**config.mk**
```make
export PLATFORM = sky130hd
export DESIGN_NAME = rc4_s_mem_sequencer
export DESIGN_NICKNAME = d
export VERILOG_FILES = /design/src/rtl/rc4_s_mem_sequencer.sv
export SDC_FILE = /design/constraint.sdc
export NUM_CORES = 1
export LEC_CHECK = 0
export CELL_PAD_IN_SITES_DETAIL_PLACEMENT = 1
export CELL_PAD_IN_SITES_GLOBAL_PLACEMENT = 1
export CORE_MARGIN = 2
export CORE_UTILIZATION = 27
export CTS_BUF_LIST = sky130_fd_sc_hd__clkbuf_2 sky130_fd_sc_hd__clkbuf_4 sky130_fd_sc_hd__clkbuf_8
export DETAILED_ROUTE_END_ITERATION = 7
export PLACE_DENSITY = 0.8
export SKIP_LAST_GASP = 1
export SLEW_MARGIN = 20
export SYNTH_ARGS = -nofsm -noshare
export SYNTH_HDL_FRONTEND = slang
export SYNTH_SLANG_ARGS = --single-unit
```
**constraint.sdc**
```tcl
create_clock -name clk -period 2.72 [get_ports clk]
set_clock_uncertainty 0.2 [all_clocks]
set_input_delay 0.68 -clock clk [delete_from_list [all_inputs] [get_ports clk]]
set_output_delay 0.68 -clock clk [all_outputs]
set_load 0.03 [all_outputs]
```
**src/rtl/rc4_s_mem_sequencer.sv**
```systemverilog
// rc4_s_mem_sequencer
//   Phase controller for the RC4 core. Owns the single-port 256x8 S memory
//   and runs its three users in order: S-init, key-schedule swap, PRGA.
//   Only the active phase reaches the RAM, and a watchdog bounds each phase.
//   Optional feature macro: RC4_SEQ_CYCLE_CNT_EN adds the run_cycles counter.
module rc4_s_mem_sequencer #(
  parameter int ADDR_W      = 8,
  parameter int DATA_W      = 8,
  parameter int TIMEOUT_CYC = 4096
) (
  input  logic                clk,
  input  logic                reset,
  input  logic                start,
  output logic [2:0]          ph_start,
  input  logic [2:0]          ph_done,
  input  logic [2:0]          ph_req,
  input  logic [3*ADDR_W-1:0] ph_addr,
  input  logic [3*DATA_W-1:0] ph_wdata,
  input  logic [2:0]          ph_wren,
  output logic [2:0]          ph_gnt,
  output logic [ADDR_W-1:0]   mem_addr,
  output logic [DATA_W-1:0]   mem_wdata,
  output logic                mem_wren,
  output logic [1:0]          phase,
  output logic                busy,
  output logic                done,
`ifdef RC4_SEQ_CYCLE_CNT_EN
  output logic [31:0]         run_cycles,
`endif
  output logic                error
);

  typedef enum logic [2:0] {
    S_IDLE,
    S_RUN_INIT,
    S_RUN_KSA,
    S_RUN_PRGA,
    S_DONE,
    S_ERR
  } state_t;

  // The watchdog only needs to reach TIMEOUT_CYC-1.
  localparam int              CNT_W    = $clog2(TIMEOUT_CYC);
  localparam logic [CNT_W-1:0] CNT_LAST = CNT_W'(TIMEOUT_CYC - 1);

  state_t           state;
  logic [CNT_W-1:0] wd_cnt;
  logic [2:0]       run_mask;
  logic             run_done;
  logic             wd_expired;

  // One-hot mask of the phase that currently owns the memory.
  always_comb begin
    // NOTE: every combinational output gets a default first so no latch is inferred.
    run_mask = 3'b000;
    case (state)
      S_RUN_INIT: run_mask = 3'b001;
      S_RUN_KSA:  run_mask = 3'b010;
      S_RUN_PRGA: run_mask = 3'b100;
      default:    run_mask = 3'b000;
    endcase
  end

  // Done pulses from inactive phases are masked off here.
  assign run_done   = |(ph_done & run_mask);
  assign wd_expired = (wd_cnt == CNT_LAST);
  assign ph_gnt     = ph_req & run_mask;

  // Memory port mux: forward the active phase only, zeros otherwise.
  always_comb begin
    mem_addr  = '0;
    mem_wdata = '0;
    mem_wren  = 1'b0;
    case (state)
      S_RUN_INIT: begin
        mem_addr  = ph_addr[0*ADDR_W +: ADDR_W];
        mem_wdata = ph_wdata[0*DATA_W +: DATA_W];
        mem_wren  = ph_wren[0] & ph_req[0] & ph_gnt[0];
      end
      S_RUN_KSA: begin
        mem_addr  = ph_addr[1*ADDR_W +: ADDR_W];
        mem_wdata = ph_wdata[1*DATA_W +: DATA_W];
        mem_wren  = ph_wren[1] & ph_req[1] & ph_gnt[1];
      end
      S_RUN_PRGA: begin
        mem_addr  = ph_addr[2*ADDR_W +: ADDR_W];
        mem_wdata = ph_wdata[2*DATA_W +: DATA_W];
        mem_wren  = ph_wren[2] & ph_req[2] & ph_gnt[2];
      end
      default: ;
    endcase
  end

  // Phase FSM with registered status outputs and per-phase watchdog.
  always_ff @(posedge clk) begin
    if (reset) begin
      // NOTE: state is updated with non-blocking assignments so every register sees pre-edge values.
      state    <= S_IDLE;
      ph_start <= 3'b000;
      phase    <= 2'd0;
      busy     <= 1'b0;
      done     <= 1'b0;
      error    <= 1'b0;
      wd_cnt   <= '0;
    end else begin
      ph_start <= 3'b000;
      case (state)
        S_IDLE, S_DONE: begin
          if (start) begin
            state    <= S_RUN_INIT;
            ph_start <= 3'b001;
            phase    <= 2'd1;
            busy     <= 1'b1;
            done     <= 1'b0;
            wd_cnt   <= '0;
          end
        end
        S_RUN_INIT, S_RUN_KSA, S_RUN_PRGA: begin
          // Done beats a simultaneous watchdog expiry.
          if (run_done) begin
            wd_cnt <= '0;
            case (state)
              S_RUN_INIT: begin
                state    <= S_RUN_KSA;
                ph_start <= 3'b010;
                phase    <= 2'd2;
              end
              S_RUN_KSA: begin
                state    <= S_RUN_PRGA;
                ph_start <= 3'b100;
                phase    <= 2'd3;
              end
              default: begin
                state <= S_DONE;
                phase <= 2'd0;
                busy  <= 1'b0;
                done  <= 1'b1;
              end
            endcase
          end else if (wd_expired) begin
            state <= S_ERR;
            phase <= 2'd0;
            busy  <= 1'b0;
            error <= 1'b1;
          end else begin
            wd_cnt <= wd_cnt + 1'b1;
          end
        end
        S_ERR: ;
        default: state <= S_IDLE;
      endcase
    end
  end

`ifdef RC4_SEQ_CYCLE_CNT_EN
  // Saturating count of RUN cycles for the current sequence; frozen outside RUN.
  always_ff @(posedge clk) begin
    if (reset) begin
      run_cycles <= '0;
    end else if ((state == S_IDLE || state == S_DONE) && start) begin
      run_cycles <= '0;
    end else if (|run_mask && run_cycles != 32'hFFFF_FFFF) begin
      run_cycles <= run_cycles + 32'd1;
    end
  end
`endif

endmodule

```
==> metrics.cfg <==
[power_and_ir_drop]
power.total_mw = 1.63
seqPwrFrac = 0.244
p_int_mw = 0.910
p_clk_frac = 0.144
leakage_nw = 1.01
netSwitchingFraction = 0.442
netSwitchingPower_mw = 0.722
ir_worst_vdd_uv = 215
power_density_nw_per_um2 = 621
combPwrFrac = 0.612

[synthesis]
synth_edf_count = 0
synth_most_common_cell = nor2_1
mappedNetlistArea_um2 = 1590
synth.top_cells.by_count = nor2_1, a21oi_1, dfxtp_1, mux2i_1, nand2_1
synth_simple_gate_area_share = 0.305
avgSynthCellArea_um2 = 7.51
synth_top_family_by_area = simple AND/OR/NAND/NOR gates
synth_mux_area_frac = 0.116
synth_ff_type = dfxtp_1
synth_top_area_share = 0.289
synth_compound_area_frac = 0.230
synth_warnings = 0
synth.net_count = 273
synth_fa_ha_area_frac = 0.00786
syn_inst = 212
synth_top_area_cell = dfxtp_1
synth-seq-cells = 23
synthTopCellsByArea = dfxtp_1, mux2i_1, nor2_1
synth-xor-area-share = 0
ys_seq_area_frac = 0.289
synthArstFlopShare = 0
ys_types = 44

[place]
gp_congestion = 0.816
placed_cell_area_um2 = 2580
place_hpwl_um = 4800
pre_cts_slack_ns = -0.408
placedCellCount = 377
port-buffer-count = 87

[worst_setup_path]
cpLargestDelayFamily = buffers and inverters
worst-path-buf-inv = 2
arrival_ns = 1.81
max_stage_delay_ns = 0.39
crit_type = in2out
crit_chain = clkdlybuf4s50_1 -> and3_1 -> and2_1 -> a221o_1 -> buf_2
cp-start-kind = input port
cp-end-kind = output pin
cp_max_fo = 2
slowest_stage = clkdlybuf4s50_1
required_ns = 1.84

[global_route]
grt_max_degree = 24
grt.total_usage = 0.183
grt-ovfl-total = 0
grt_pass1_wl_um = 9430
grt_antenna_before_repair = 0
grt_pass1_vias = 2066

[route]
first_iter_violations = 67
drt_wl_total_um = 5950
wire_per_inst_um = 15.6
drc = 0
via_per_inst = 5.18
num_vias = 1973
ant_nets = 0
first_pass_iters = 4

[floorplan]
row_count = 27
die_x_um = 80.8
fp.dieH_um = 80.8
io_pins = 88
core_um2 = 5610
dieArea_um2 = 6520
initial_core_util = 0.284

[clock_tree]
cts-root-buf = clkbuf_8
cts.sinks = 23
ctsHtreeMaxLevel = 1
cts_buffers = 3
cts_hold_repair.buffers = 0
path_clk_slew_ns = 0.08
clock_latency_ns = 0.27
cts_tree = built
cts-root-to-sink-buffers = 2

[status]
status = complete, no violations

[timing]
layout_min_cycle_time_ns = 2.69
setup_tns_ns = 0
setup_slack_ns = 0.0268
fmax_mhz = 371
final_hold_viol_count = 0
slew_viol_final = 0
rsz0062_at_grt = false
tightest_slew_ns = 0.385
setup_viol = 0
slew_headroom = 0.743
finalCritPeriodShare = 0.990
holdWs_ns = 0.290

[cells_and_area]
antenna_cells = 0
fin_util = 0.469
area_growth_pct = 65.1
fin_cells = 381
drive_gt1_frac = 0.168
final_area_um2 = 2630
final_nets = 371

[job]
cap_violations = 0

[worst_hold_path]
hold_class = reg2reg

## power groups by stage
stage               Sequential [mW]  Clock [mW]  Combinational (mW)
floorplan                     0.437           0               0.577
global placement              0.405           0               0.989
detailed placement            0.406           0                1.01
CTS                           0.399       0.240                1.01
global route                  0.403       0.255                1.08
finish                        0.398       0.235               0.998
## tightest hold or removal path, delay by kind of cell, from the launching register on
kind,cells,cell delay (ns)
AO/OA/AOI/OAI,2,0.13
flip-flops,1,0.32
## per-layer routing
layer | track usage | wire length [µm]
met1 | 0.205 | 2430
met2 | 0.337 | 2960
met3 | 0.0611 | 521
met4 | 0.0407 | 46
met5 | 0 | 0
## worst paths after layout
kind	start	slack [ns]	to	cells after the start
min reg2reg	phase[1]	0.29	phase[1]	2
min	phase[1]	0.29	phase[1]	2
max reg2reg	state[1]	0.48	busy	6
max	ph_req[0]	0.03	mem_wren	5
## sequential cells by signal (all words and copies together) (netlist names)
signal and count:
done 1, wd_cnt 12, busy 1, ph_start 3, state 3, phase 2, error 1
## layout make-up
class / count / area, µm²
well taps: 72 / 90.1
inverters: 3 / 11.3
clock buffers: 4 / 48.8
flip-flops and latches: 23 / 460
fillers: 718 / 2980
repair buffers: 107 / 968
multi-input cells: 172 / 1050
## kinds of logic after synthesis
logic type	count (synthesis)
AO/OA/AOI/OAI	57
adder cells (fa/ha/maj)	1
buffers and inverters	17
flip-flops	23
multiplexers	18
AND/OR/NAND/NOR	96
## repair_timing
action | 4_1_cts | 5_1_grt
buffers inserted | 0 | 0
resized for setup | 5 | 0
endpoints found under the setup margin | 1 | 0
## layout by cell type, fill, tap and decap left out, types with 3 or more instances in the layout
| cell type | instances |
|---|---|
| clkbuf_8 | 3 |
| o21ai_0 | 9 |
| clkdlybuf4s50_1 | 67 |
| nor3_1 | 4 |
| nor2_1 | 41 |
| inv_1 | 3 |
| mux2i_1 | 17 |
| nand3_1 | 8 |
| and3_1 | 7 |
| buf_4 | 39 |
| nand2_1 | 10 |
| dfxtp_1 | 23 |
| or3_1 | 7 |
| nand4_1 | 3 |
| nor2b_1 | 3 |
| a21oi_1 | 28 |
(Power assumes the default switching activity.)
